## config.mk

```make
export PLATFORM = sky130hd
export DESIGN_NAME = aircon_display
export DESIGN_NICKNAME = d
export VERILOG_FILES = /design/src/rtl/aircon_display.sv
export SDC_FILE = /design/constraint.sdc
export NUM_CORES = 1
export LEC_CHECK = 0
export CORE_AREA = 2 2 39 41
export DETAILED_ROUTE_END_ITERATION = 16
export DIE_AREA = 0 0 41 43
export PLACE_DENSITY = 0.7
export SKIP_LAST_GASP = 1
export SLEW_MARGIN = 20
export SYNTH_ARGS = -nofsm -noshare
export SYNTH_HDL_FRONTEND = slang
export SYNTH_SLANG_ARGS = --single-unit
```

## constraint.sdc

```tcl
create_clock -name clk -period 0.8 [get_ports clk]
set_clock_uncertainty 0.15 [all_clocks]
set_input_delay 0.12 -clock clk [delete_from_list [all_inputs] [get_ports clk]]
set_output_delay 0.12 -clock clk [all_outputs]
set_load 0.02 [all_outputs]
```

## src/rtl/aircon_display.sv

```systemverilog
// Aircon front-panel display driver: one-hot thermostat mode + turbo -> registered bar graph and error flag.
// Optional error blink pattern enabled by defining AIRCON_ERR_BLINK_EN.
module aircon_display #(
    parameter int BLINK_DIV = 4
) (
    input  logic       clk,
    input  logic       rst,
    input  logic [3:0] Thermo_In,
    input  logic       Turbo_In,
    output logic [7:0] BGraph_Out,
    output logic       Err_Out
);

    if (BLINK_DIV < 1 || BLINK_DIV > 255) begin : g_bad_blink_div
        $error("aircon_display: BLINK_DIV must be in 1..255");
    end

    logic [7:0] level;
    logic       legal;
    logic [7:0] err_bg;

    // Turbo adds exactly one bar on top of each mode's base level; OFF stays dark.
    always_comb begin
        level = 8'h00;
        legal = 1'b1;
        case (Thermo_In)
            4'b0000: level = 8'h00;
            4'b0001: level = Turbo_In ? 8'h03 : 8'h01;
            4'b0010: level = Turbo_In ? 8'h0F : 8'h07;
            4'b0100: level = Turbo_In ? 8'h3F : 8'h1F;
            4'b1000: level = Turbo_In ? 8'hFF : 8'h7F;
            default: legal = 1'b0;
        endcase
    end

`ifdef AIRCON_ERR_BLINK_EN
    localparam logic [7:0] BLINK_RELOAD = 8'(BLINK_DIV - 1);

    logic [7:0] blink_cnt_q;
    logic [7:0] blink_cnt_d;
    logic       phase_q;
    logic       phase_d;

    // Err_Out doubles as "previous cycle was an error", so phase restarts at 1 on entry.
    always_comb begin
        blink_cnt_d = 8'h00;
        phase_d     = 1'b0;
        if (!legal) begin
            if (!Err_Out) begin
                phase_d     = 1'b1;
                blink_cnt_d = BLINK_RELOAD;
            end else if (blink_cnt_q == 8'h00) begin
                phase_d     = ~phase_q;
                blink_cnt_d = BLINK_RELOAD;
            end else begin
                phase_d     = phase_q;
                blink_cnt_d = blink_cnt_q - 8'h01;
            end
        end
    end

    always_ff @(posedge clk or posedge rst) begin
        if (rst) begin
            blink_cnt_q <= 8'h00;
            phase_q     <= 1'b0;
        end else begin
            blink_cnt_q <= blink_cnt_d;
            phase_q     <= phase_d;
        end
    end

    assign err_bg = phase_d ? 8'hFF : 8'h00;
`else
    assign err_bg = 8'h00;
`endif

    always_ff @(posedge clk or posedge rst) begin
        if (rst) begin
            BGraph_Out <= 8'h00;
            Err_Out    <= 1'b0;
        end else begin
            BGraph_Out <= legal ? level : err_bg;
            Err_Out    <= ~legal;
        end
    end

endmodule

```

# ---- Word level (Yosys, flattened, before mapping)
# Index checks and enable logic that the tools add are counted.
dict set report word_totals {
  out_inout_bits 9
  reg_bits 9
  word_cells 16
  inputBits 7
}
dict set report classes {
  n_reduce_logical 2
  bitwise_logic 1
  muxes 7
  n_eq_ne 4
}
# op n
set op_table {}
lappend op_table {{$pmux 8 s4} 1}
lappend op_table {{$mux 8} 2}
lappend op_table {{$mux 6} 1}
lappend op_table {{$reduce_or 5->1} 1}
lappend op_table {{$eq 4x1->1 const B} 1}
lappend op_table {{$eq 4x2->1 const B} 1}
lappend op_table {{$eq 4x3->1 const B} 1}
lappend op_table {{$eq 4x4->1 const B} 1}
lappend op_table {{$logic_not 4->1} 1}
lappend op_table {{$mux 4} 1}
lappend op_table {{$mux 2} 1}
lappend op_table {{$mux 1} 1}
lappend op_table {{$not 1->1} 1}

# ---- Logic depth before layout (Yosys ltp)
# Gate-level depths: netlist of the first run.
dict set report depth {
  ltp_word 4
  mapped_depth 4
  depth_no_buf 3
}

# ---- Worst setup path after synthesis of the first run
# Ideal clock, no wire load.
dict set report synth_path {
  path_type {input port to flip-flop}
  from {input Thermo_In[1]}
  to {register BGraph_Out[1]}
  required_time_ns 0.558
  slack_ns -0.160
  setup_ns 0.092
  n_path_buf 1
  stages 3
  arrival_ns 0.718
  cell_sequence {buf_6 -> mux2_2 -> o31ai_2}
}
dict set report synth_between {
  elab_chain_cells 4
  elab_cells_between_ends 9
  classes_between {4 x eq/ne; 3 x mux; 2 x reduce/logical}
}
# item line
set synth_lines {}
lappend synth_lines {{start, declared} 8} ;# input logic [3:0] Thermo_In,
lappend synth_lines {{$eq 4x4->1, or another cell as far along} 26} ;# case (Thermo_In)
lappend synth_lines {{$reduce_or 5->1 (no source line)} --}
lappend synth_lines {{$mux 1} 26}
lappend synth_lines {{$mux 8 *} 82} ;# BGraph_Out <= legal ? level : err_bg;
lappend synth_lines {{end signal, assigned} 82}
lappend synth_lines {{end, declared} 10} ;# output logic [7:0] BGraph_Out,
# Every way passes the cells marked *; elsewhere a longest branch is shown, timed or not.

# ---- Worst setup path in the final report of the first run
dict set report layout_path {
  from {register BGraph_Out[4]}
  to {output BGraph_Out[4]}
}
# No word-level cell between the ends.

==> results.yml, run 1 <==
timing:
  post-route-period-util_pct: 129
  fmax_mhz: 971
  fin_ws_ns: -0.230
  final-hold-violation-count: 1
  holdWs_ns: -0.0833
  slew_headroom_pct: 87.8
  tightest_slew_ns: 0.181
  rsz0062_at_grt: "true"
  slew_viol_final: 0
  finalSetupViolations: 9
  period_minus_slack_ns: 1.03
  setup-tns-final_ns: -2.02
finish:
  synthToLayoutAreaGrowth_pct: 57.4
  nFillCells: 126
  layout_commonest_cell: "buf_6"
  drive_gt1_share_pct: 50.8
  layout.nets: 73
  n_antenna_cell: 0
  mostFrequentLayoutCells: "11 x buf_6, 9 x dfrtp_1, 6 x buf_4"
run:
  max_cap_viol_count: 0
status:
  status: "complete, but fails checks"
  violations: "negative hold slack, negative setup slack"
worst_setup_path:
  crit_path_cell_trace: "buf_6"
  cp-endpoint: "BGraph_Out[4]"
  critPathKind: "reg2out"
  critPathArrivalTime_ns: 0.76
  start_kind: "register"
  crit_start: "BGraph_Out[4]"
  cp_slowest_stage_delay_ns: 0.37
  cp-end-kind: "output pin"
  cp_top_family: "flip-flops"
  cp_num_buf_inv: 1
  slowest_stage: "dfrtp_1"
  crit_required_ns: 0.53
  critPathMaxFanout: 1
  crit_cells: 1
clocking:
  cts_tree: "done"
  cts.htree.levels: 1
  clk_path_buf_depth: 2
  root_buffer: "clkbuf_4"
  cts.sinks: 9
  clk_pin_slew_ns: 0.06
  numCtsBuffers: 3
power_and_ir_drop:
  pwr-share-clk_pct: 31.5
  power.internal_mw: 0.810
  p_leak_nw: 0.357
  sequentialPowerShare_pct: 44.8
  combPwrFrac_pct: 23.7
  pwr_density_cell_mw_per_mm2: 1580
  switching_share_pct: 25.9
  power.switching_mw: 0.283
  ir_worst_vdd_v: 0.000603
global_route:
  grt_pass1_vias: 384
  antenna_found_initial: 0
  grt_pass1_wl_um: 1400
  grt_usage_pct: 12.1
  grt_max_degree: 10
  grt_overflow: 0
place:
  routabilityCongestion: 0.847
  hpwlAfterDp_um: 671
  place.port_buffers: 15
detailed_routing:
  vias: 377
  wl_um: 865
  drt_iter0_drc: 4
  ant_nets: 0
  dr.pass1.iters: 4
  drc: 0
  avgRoutedWirePerCell_um: 10.7
  vias_per_cell: 4.65
yosys:
  yosys.area_share.simple_pct: 18.2
  synth_nets: 46
  synth_adder_area_share_pct: 0
  ys_seq_elements: 9
  synth_area_per_cell_um2: 11.3
  synth.distinct_cells: 23
  synth_mux_area_share_pct: 4.83
  syn_area_um2: 440
  synth_top_family_by_area: "simple AND/OR/NAND/NOR gates"
  synth_compound_area_share_pct: 14.2
  synth_xor_area_share_pct: 3.98
  syn_inst: 39
  yosys_warnings: 0
  seq_area_frac_synth_pct: 51.1
floorplanning:
  die_area_mm2: 0.00176
  row_count: 14
  core-area_mm2: 0.00138
  die_width_um: 41
  die_y_um: 43
  start_util_pct: 31.8
  top_level_ports: 16
worst_hold_path:
  hp-class: "in2reg"
  hold_start: "Thermo_In[0]"
sequential cells by signal (all words and copies together) (netlist names):
| register | flops |
|---|---|
| BGraph_Out | 8 |
| Err_Out | 1 |
power groups by stage:
stage          Sequential, mW  Combinational, mW  Clock [mW]
2_1_floorplan           0.526              0.105           0
3_3_place_gp            0.493              0.256           0
3_5_place_dp            0.494              0.260           0
4_1_cts                 0.490              0.259       0.351
5_1_grt                 0.492              0.280       0.372
6_report                0.490              0.259       0.344
how the worst min path moves through the flow:
stage	endpoint	slack, ns	cells past startpoint
floorplan	BGraph_Out[0]	-0.20	1
finish	BGraph_Out[2]	-0.08	2
CTS	BGraph_Out[2]	-0.1	2
detailed placement	BGraph_Out[4]	0.29	3
global route	BGraph_Out[2]	-0.08	2
global placement	BGraph_Out[4]	0.28	3
layer usage:
layer | share of wire (%) | track usage (%)
met1 | 39 | 11.6
met2 | 53 | 19.7
met3 | 6.0 | 3.14
met4 | 2.0 | 10.0
met5 | 0 | 0
area by class of cell:
type	instances	area, um2	share of cell area (%)
repair buffers	24	224	32.3
flip-flops and latches	9	225	32.5
well taps	16	20.0	2.89
clock buffers	4	26.3	3.79
inverters	3	11.3	1.62
multi-input cells	25	186	26.9
kinds of logic after synthesis:
group	after synthesis
compound gates	9
xor+xnor	2
buf+inv	5
flops	9
mux	2
simple gates	12
per-stage QoR:
| step | cells | total power [mW] | worst slack [ns] | cell area, um2 | utilization [%] |
|---|---|---|---|---|---|
| 2_1_floorplan | 39 | 0.631 | -0.118 | 457 | - |
| 3_3_place_gp | 76 | 0.749 | -0.615 | 664 | 48.0 |
| 3_5_place_dp | 76 | 0.753 | -0.629 | 664 | 48.0 |
| 4_1_cts | 81 | 1.10 | -0.237 | 689 | 49.8 |
| 5_1_grt | 81 | 1.14 | -0.256 | 693 | 50.1 |
| 6_report | 81 | 1.09 | -0.230 | 693 | 50.1 |
synthesized netlist by cell type (all sizes together):
cell	n	area, um2
a21oi	4	20.0
a2bb2oi	1	8.76
and2	1	6.26
and2b	2	16.3
and3	1	6.26
buf	2	22.5
dfrtp	9	225
inv	3	11.3
mux2	1	11.3
mux2i	1	10.0
nand2	2	7.51
nand2b	2	15.0
nand4b	1	8.76
nor2	2	15.0
nor3	1	5.00
o21ai	2	13.8
o21bai	1	7.51
o31ai	1	12.5
xor2	2	17.5
what timing repair did:
action,CTS,global route
buffers inserted,1,0
resized for setup,76,1
endpoints found under the setup margin,18,10
pin swaps,3,0
hold endpoints to repair,1,1
No activity file was read; power rests on OpenSTA's default activity.
==> run 2: changes to the inputs <==
- clock period: 0.8 -> 1 ns (I/O delays scaled with it)
==> run 2 against run 1 <==
Net effect: the flow still finishes with violations (negative hold slack, negative setup slack); final area decreased by 2.9%; final cell count decreased by 2.5%; total power decreased by 21%; critical path depth unchanged; first-iteration DRC count increased by 50%; global-route usage increased by 0.28 points; worst hold slack improved by 0.076 ns; sequential share of layout area increased by 0.97 points; critical endpoint is now BGraph_Out[2]; largest cell class unchanged; largest power group unchanged.
==> results.yml, run 2 (same netlist as run 1, synthesis figures left out) <==
detailed_routing:
  avgRoutedWirePerCell_um: 10.8
  vias: 366
  ant_nets: 0
  dr.pass1.iters: 4
  wl_um: 853
  drt_iter0_drc: 6
  vias_per_cell: 4.63
  drc: 0
clocking:
  clk_pin_slew_ns: 0.06
  cts.sinks: 9
  numCtsBuffers: 3
  clk_path_buf_depth: 2
  post_cts_buffers: 0
  cts.htree.levels: 1
  root_buffer: "clkbuf_4"
  postCtsHoldBufs: 0
  cts_tree: "done"
worst_setup_path:
  cp-end-kind: "output pin"
  cp_top_family: "flip-flops"
  crit_path_cell_trace: "buf_6"
  start_kind: "register"
  critPathMaxFanout: 1
  cp_num_buf_inv: 1
  critPathKind: "reg2out"
  cp_slowest_stage_delay_ns: 0.38
  crit_cells: 1
  cp-endpoint: "BGraph_Out[2]"
  crit_required_ns: 0.70
  slowest_stage: "dfrtp_1"
  critPathArrivalTime_ns: 0.76
  crit_start: "BGraph_Out[2]"
finish:
  instances_no_fill: 79
  final_area_um2: 673
  layout_commonest_cell: "buf_6"
  layout.nets: 71
  regMostFlops: "BGraph_Out"
  synthToLayoutAreaGrowth_pct: 52.8
  top_regs: "BGraph_Out x8, Err_Out x1"
  drive_gt1_share_pct: 42.9
  n_antenna_cell: 0
  fin_util_pct: 48.6
  largest_register_ffs: 8
  mostFrequentLayoutCells: "10 x buf_6, 9 x dfrtp_1, 6 x buf_4"
timing:
  fin_ws_ns: -0.0618
  holdWs_ns: -0.00781
  slew_headroom_pct: 77.8
  finalSetupViolations: 9
  tightest_slew_ns: 0.333
  setup-tns-final_ns: -0.506
  rsz0062_at_grt: "true"
  period_minus_slack_ns: 1.06
  fmax_mhz: 942
  slew_viol_final: 0
  post-route-period-util_pct: 106
  final-hold-violation-count: 10
power_and_ir_drop:
  p_leak_nw: 0.343
  switching_share_pct: 26.1
  pwr_density_cell_mw_per_mm2: 1280
  power.switching_mw: 0.224
  power.internal_mw: 0.636
  power.total_mw: 0.861
  pwr-share-clk_pct: 32.2
  ir_worst_vdd_v: 0.000543
  combPwrFrac_pct: 22.3
  sequentialPowerShare_pct: 45.6
global_route:
  grt_max_degree: 10
  grt_pass1_vias: 337
  grt_pass1_wl_um: 1370
  grt_usage_pct: 12.3
  grt_overflow: 0
  antenna_found_initial: 0
worst_hold_path:
  hp-class: "in2reg"
floorplanning:
  die_area_mm2: 0.00176
  row_count: 14
  start_util_pct: 31.8
  core-area_mm2: 0.00138
  die_y_um: 43
  die_width_um: 41
  top_level_ports: 16
place:
  hpwlAfterDp_um: 662
  postPlaceCellArea_um2: 641
  routabilityCongestion: 0.763
  dp.cells: 75
  place_ws_ns: -0.537
  place.port_buffers: 15
status:
  status: "complete, but fails checks"
  violations: "negative hold slack, negative setup slack"
run:
  max_cap_viol_count: 0
run 2: cell types whose count changed in the layout (fill, tap and decap cells not counted), sizes merged:
cell / delta
buf: -7
clkbuf: +1
dlygate4sd2: +4
run 2: what timing repair did:
item,CTS,global route
setup endpoints to repair,18,11
resized for setup,60,3
endpoints found under the hold margin,0,1
pin swaps,1,1
run 2: worst min-delay path by stage:
stage                       from  slack (ns)  cells past startpoint       endpoint
floorplan                    rst       -0.17                      1  BGraph_Out[0]
global placement             rst        0.28                      2  BGraph_Out[4]
detailed placement           rst        0.28                      2  BGraph_Out[1]
CTS                          rst       0.002                      2  BGraph_Out[1]
global route        Thermo_In[1]      -0.005                      2  BGraph_Out[5]
finish              Thermo_In[1]      -0.008                      2  BGraph_Out[5]
run 2: area by class of cell:
cell class                 count  area (um2)
inverter                       3        11.3
clock buffer                   4        26.3
tap                           16        20.0
timing repair buffer          22         208
sequential                     9         225
multi-input combinational     25         183
fill                         141         711
run 2: per-layer routing:
layer / wire (um) / global-route usage (%) / part of all wire, % / vias up
met5: 0 / 0 / 0 / -
met3: 69 / 4.71 / 8.1 / 0
li1: - / - / - / 177
met2: 447 / 18.8 / 52 / 14
met4: 0 / 10.0 / 0 / 0
met1: 336 / 12.5 / 39 / 175
run 2: power groups by stage:
| stage | registers, mW | logic [mW] | clock network [mW] |
|---|---|---|---|
| 3_3_place_gp | 0.394 | 0.191 | 0 |
| 6_report | 0.392 | 0.192 | 0.277 |
| 3_5_place_dp | 0.395 | 0.195 | 0 |
| 4_1_cts | 0.392 | 0.193 | 0.292 |
| 5_1_grt | 0.394 | 0.207 | 0.307 |
| 2_1_floorplan | 0.421 | 0.0752 | 0 |
==> variant 1, RTL diff (flow settings as in run 1) <==
Add an input register stage for `Thermo_In` and `Turbo_In`, without a reset; this delays them by one clock.
--- a/src/rtl/aircon_display.sv
+++ b/src/rtl/aircon_display.sv
@@ -11,6 +11,14 @@
     output logic       Err_Out
 );
 
+    logic [3:0] Thermo_In_q;
+    logic Turbo_In_q;
+
+    always_ff @(posedge clk) begin
+        Thermo_In_q <= Thermo_In;
+        Turbo_In_q  <= Turbo_In;
+    end
+
     if (BLINK_DIV < 1 || BLINK_DIV > 255) begin : g_bad_blink_div
         $error("aircon_display: BLINK_DIV must be in 1..255");
     end
@@ -23,12 +31,12 @@
     always_comb begin
         level = 8'h00;
         legal = 1'b1;
-        case (Thermo_In)
+        case (Thermo_In_q)
             4'b0000: level = 8'h00;
-            4'b0001: level = Turbo_In ? 8'h03 : 8'h01;
-            4'b0010: level = Turbo_In ? 8'h0F : 8'h07;
-            4'b0100: level = Turbo_In ? 8'h3F : 8'h1F;
-            4'b1000: level = Turbo_In ? 8'hFF : 8'h7F;
+            4'b0001: level = Turbo_In_q ? 8'h03 : 8'h01;
+            4'b0010: level = Turbo_In_q ? 8'h0F : 8'h07;
+            4'b0100: level = Turbo_In_q ? 8'h3F : 8'h1F;
+            4'b1000: level = Turbo_In_q ? 8'hFF : 8'h7F;
             default: legal = 1'b0;
         endcase
     end
Function: changed (Yosys sat finds a counterexample within 4 cycles, from zero or initial values and one cycle with rst high).
==> variant 1 against run 1 <==
- the run still ends with negative hold slack, negative setup slack left
- sequential cell count rose by 5
- final area rose by 27%
- sequential power rose by 57%
- synthesized area rose by 23%
- wire length rose by 11%
- synthesized cell count rose by 13%
- combinational power rose by 9.3%
- hold slack improved by 65 ps
- worst setup slack got worse by 98 ps
- power rose by 43%
- non-clock buffer count rose by 3
- largest cell class unchanged
==> variant 1: results (changes against run 1) <==
| Metric | Value |
|---|---|
| Mapped Nets | 51 (+11%) |
| Worst setup margin | -328 ps (-97.9 ps) |
| Non-Filler Instances | 89 (+9.9%) |
| Buffering overhead | 32.3% (about the same) |
| Nets@finish | 81 (+11%) |
| Register area | 333 um2 (+48%) |
| Failing checks | negative hold slack, negative setup slack |
| Starting DRT DRC Count | 1 (-3) |
| # setup viols final | 18 (+9) |
| First-pass GRT wire length | 1540 um (+9.9%) |
| Post-CTS sizing | 56 (-26%) |
| Post-synthesis sequential area ratio | 60.2% (+9.0 points) |
| CP Max Fanout | 6 (+5) |
| Global-route track usage on met2 | 21.6% (+1.9 points) |
| First-pass DRT Iterations | 2 (-2) |
| Met1 Use GR | 14.2% (+2.6 points) |
| Fin. Hold Viols | 9 (+8) |
| Share of layout cells above drive strength 1 | 52.1% (+1.3 points) |
| Switching fraction of total power | 24.1% (-1.7 points) |
| GP Congestion | 0.811 (-4.3%) |
| Synth Area in Compound Gates | 11.6% (-2.6 points) |
| Fin Hold WS | -18.2 ps (+65.1 ps) |
| Status | complete, but fails checks |
| Fillers | 119 (-5.6%) |
| FFs w/ async S/R, synth | 64.3% (-36 points) |
| Worst path slowest cell | dfxtp_4 |
| Yosys reg bits | 14 (+5) |
| Hold crit path type | input pin to async pin |
| Post-DP HPWL | 710 um (+5.9%) |
| DR vias | 414 (+9.8%) |
variant 1: changes by cell type in the layout (fill, tap and decap cells not counted), sizes merged:
cell                  run 1  this run
dfxtp                     0         5
clkdlybuf4s50             1         6
buf                      23        21
variant 1: worst min-delay path: stages:
cell and delay (ps):
clkdlybuf4s50_1 400, inv_1 90, buf_12 130
variant 1: cells by family (layout without fill, tap and decap cells):
kind of cell / Yosys count / in the layout
xor gates and xnor gates: 2 / 2
and+or+nand+nor: 12 / 12
buffers and inverters: 5 / 34
DFF: 14 / 14
AOI/OAI and AO/OA: 9 / 9
muxes: 2 / 2
variant 1: power groups by stage:
stage	registers (W)	clock network, W	logic [W]
after floorplan	0.000807	0	0.0000968
after global placement	0.000777	0	0.000258
after detailed placement	0.000778	0	0.000265
after CTS	0.000766	0.000517	0.000274
after global routing	0.000772	0.000546	0.000303
final	0.000767	0.000515	0.000283
variant 1: worst max path at each step:
| stage | depth (start not counted) | startpoint | endpoint | slack [ps] |
|---|---|---|---|---|
| final | 4 | Thermo_In_q[1] | BGraph_Out[0] | -330 |
| after global routing | 3 | Thermo_In_q[2] | BGraph_Out[1] | -380 |
| after CTS | 4 | Thermo_In_q[1] | BGraph_Out[0] | -320 |
| after detailed placement | 1 | BGraph_Out[3] | BGraph_Out[3] | -380 |
| after global placement | 1 | Err_Out | Err_Out | -360 |
| after floorplan | 4 | Thermo_In_q[0] | BGraph_Out[1] | -320 |
variant 1: per-layer routing:
layer | wire length (um) | vias to the layer above
li1 | - | 204
met1 | 389 | 189
met2 | 481 | 17
met3 | 61 | 4
met4 | 31 | 0
met5 | 0 | -
==> variant 2, RTL diff (flow settings as in run 1) <==
Without the edit above. The output `BGraph_Out` loses its register stage (`BGraph_Out` becomes a continuous assignment).
--- a/src/rtl/aircon_display.sv
+++ b/src/rtl/aircon_display.sv
@@ -76,13 +76,13 @@
 
     always_ff @(posedge clk or posedge rst) begin
         if (rst) begin
-            BGraph_Out <= 8'h00;
             Err_Out    <= 1'b0;
         end else begin
-            BGraph_Out <= legal ? level : err_bg;
             Err_Out    <= ~legal;
         end
     end
 
+    assign BGraph_Out = legal ? level : err_bg;
+
 endmodule
 
Function: changed (a bounded check fails within 4 cycles, from zero or initial values and one cycle with rst high).
==> variant 2 against run 1 <==
- largest power group is now combinational cells
- final cell count decreased by 6.2%
- hold slack improved by 200 ps
- the flow finishes with violations (negative setup slack)
- final area decreased by 16%
- wire length decreased by 12%
- sequential cell count decreased by 8
- synthesized cell count decreased by 21%
- power decreased by 66%
- worst setup slack got worse by 170 ps
- synthesized area decreased by 45%
==> variant 2: results (changes against run 1) <==
| Metric | Value |
|---|---|
| Status | complete, but fails checks |
| Failing checks | negative setup slack |
| Comb pwr share | 84.7% (+61 points) |
| Crit path DAT | 930 ps (+170 ps) |
| Switching fraction of total power | 37.2% (+11 points) |
| First-pass GRT wire length | 1180 um (-16%) |
| DP Area | 484 um2 (-27%) |
| Tightest Pin Transition | 200 ps (+18.9 ps) |
| CP Max Fanout | 4 (+3) |
| Cells taking the most area after synthesis | dfrtp_1 10%, buf_6 9.4%, a21oi_1 8.3%, xor2_1 7.3%, o31ai_2 5.2% |
| Place WS | -1320 ps (-689 ps) |
| Switch Pwr | 0.000138 W (-51%) |
| Reg clk slew, reported paths | 0 ps (-60 ps) |
| Fillers | 143 (+13%) |
| Peak VDD IR | 241 uV (-60%) |
| FFs w/ async S/R, synth | 100% (unchanged) |
| Starting DRT DRC Count | 1 (-3) |
| First-pass DRT Iterations | 2 (-2) |
| Top sig layer | met3 |
| Routed length on met1 | 275 um (-18%) |
| Vias in the first global route | 303 (-21%) |
| Global-route track usage on met2 | 18.4% (-1.2 points) |
| # setup viols final | 9 (unchanged) |
| GR Util met3 | 0% (-3.1 points) |
| Leak pwr | 0.283 nW (-21%) |
| Post-CTS sizing | 85 (+12%) |
| Mapped Nets | 38 (-17%) |
| Mapped Avg Cell Area | 7.75 um2 (-31%) |
| Routed wire length | 759 um (-12%) |
| Number of flip-flops in the largest register | 1 (-7) |
| Yosys cell types | 23 (unchanged) |
| Met1 Use GR | 10.4% (-1.1 points) |
| Synthesis Warnings | 0 (unchanged) |
| Met3 Wirelength | 52 um (unchanged) |
| Share of layout cells above drive strength 1 | 73.3% (+23 points) |
| Vias/cell | 4.18 (-10%) |
| Nets@finish | 69 (-5.5%) |
| Diode count | 0 (unchanged) |
| Biggest regs | Err_Out: 1 flops |
| Post-DP HPWL | 557 um (-17%) |
| Worst setup margin | -405 ps (-175 ps) |
| Hold crit path type | input pin to async pin |
| Synth top cells by count | 4 x a21oi_1, 3 x inv_1, 2 x buf_6, 2 x nand2_1, 2 x xor2_1 |
| Post-synthesis sequential area ratio | 10.4% (-41 points) |
| Post-route ant nets | 0 (unchanged) |
| Fin Setup TNS | -3070 ps (-1050 ps) |
| Non-Filler Instances | 76 (-6.2%) |
| Largest net degree at the start of global routing | 7 (-3) |
| Port Buffers | 15 (unchanged) |
| Postcts setup bufs | 6 (+5) |
| P_seq | 0.0000567 W (-88%) |
| Global router's overall resource usage | 9.19% (-2.9 points) |
| Wire length on met2 | 432 um (-6.1%) |
| Initial antenna violation count | 0 (unchanged) |
| GP Congestion | 0.720 (-15%) |
[variant 2: path summary, 6_finish.rpt]
path | startpoint | end | slack (ps) | cells past startpoint
worst max-delay path | Thermo_In[3] | BGraph_Out[2] | -400 | 6
worst min-delay path | rst | Err_Out | 110 | 2
max in group asynchronous | rst | Err_Out | 300 | 2
min in group clk | Thermo_In[0] | BGraph_Out[2] | 320 | 3
[variant 2: area by class of cell]
class / instances / area [um2] / share of cell area (%)
multi-input cells: 25 / 230 / 39.4
flip-flops and latches: 1 / 25.0 / 4.28
inverters: 3 / 11.3 / 1.93
repair buffers: 31 / 298 / 51.0
well taps: 16 / 20.0 / 3.43
[variant 2: logic make-up after synthesis]
logic type,share of synthesized area [%]
xor gates and xnor gates,7.29
and+or+nand+nor,33.3
muxes,8.85
DFF,10.4
AOI/OAI and AO/OA,26.0
buffers and inverters,14.1
[variant 2: critical path: stages]
cell	delay, ps
buf_6	100
and2b_2	280
buf_6	130
nand2b_4	50
a21oi_2	130
buf_6	130
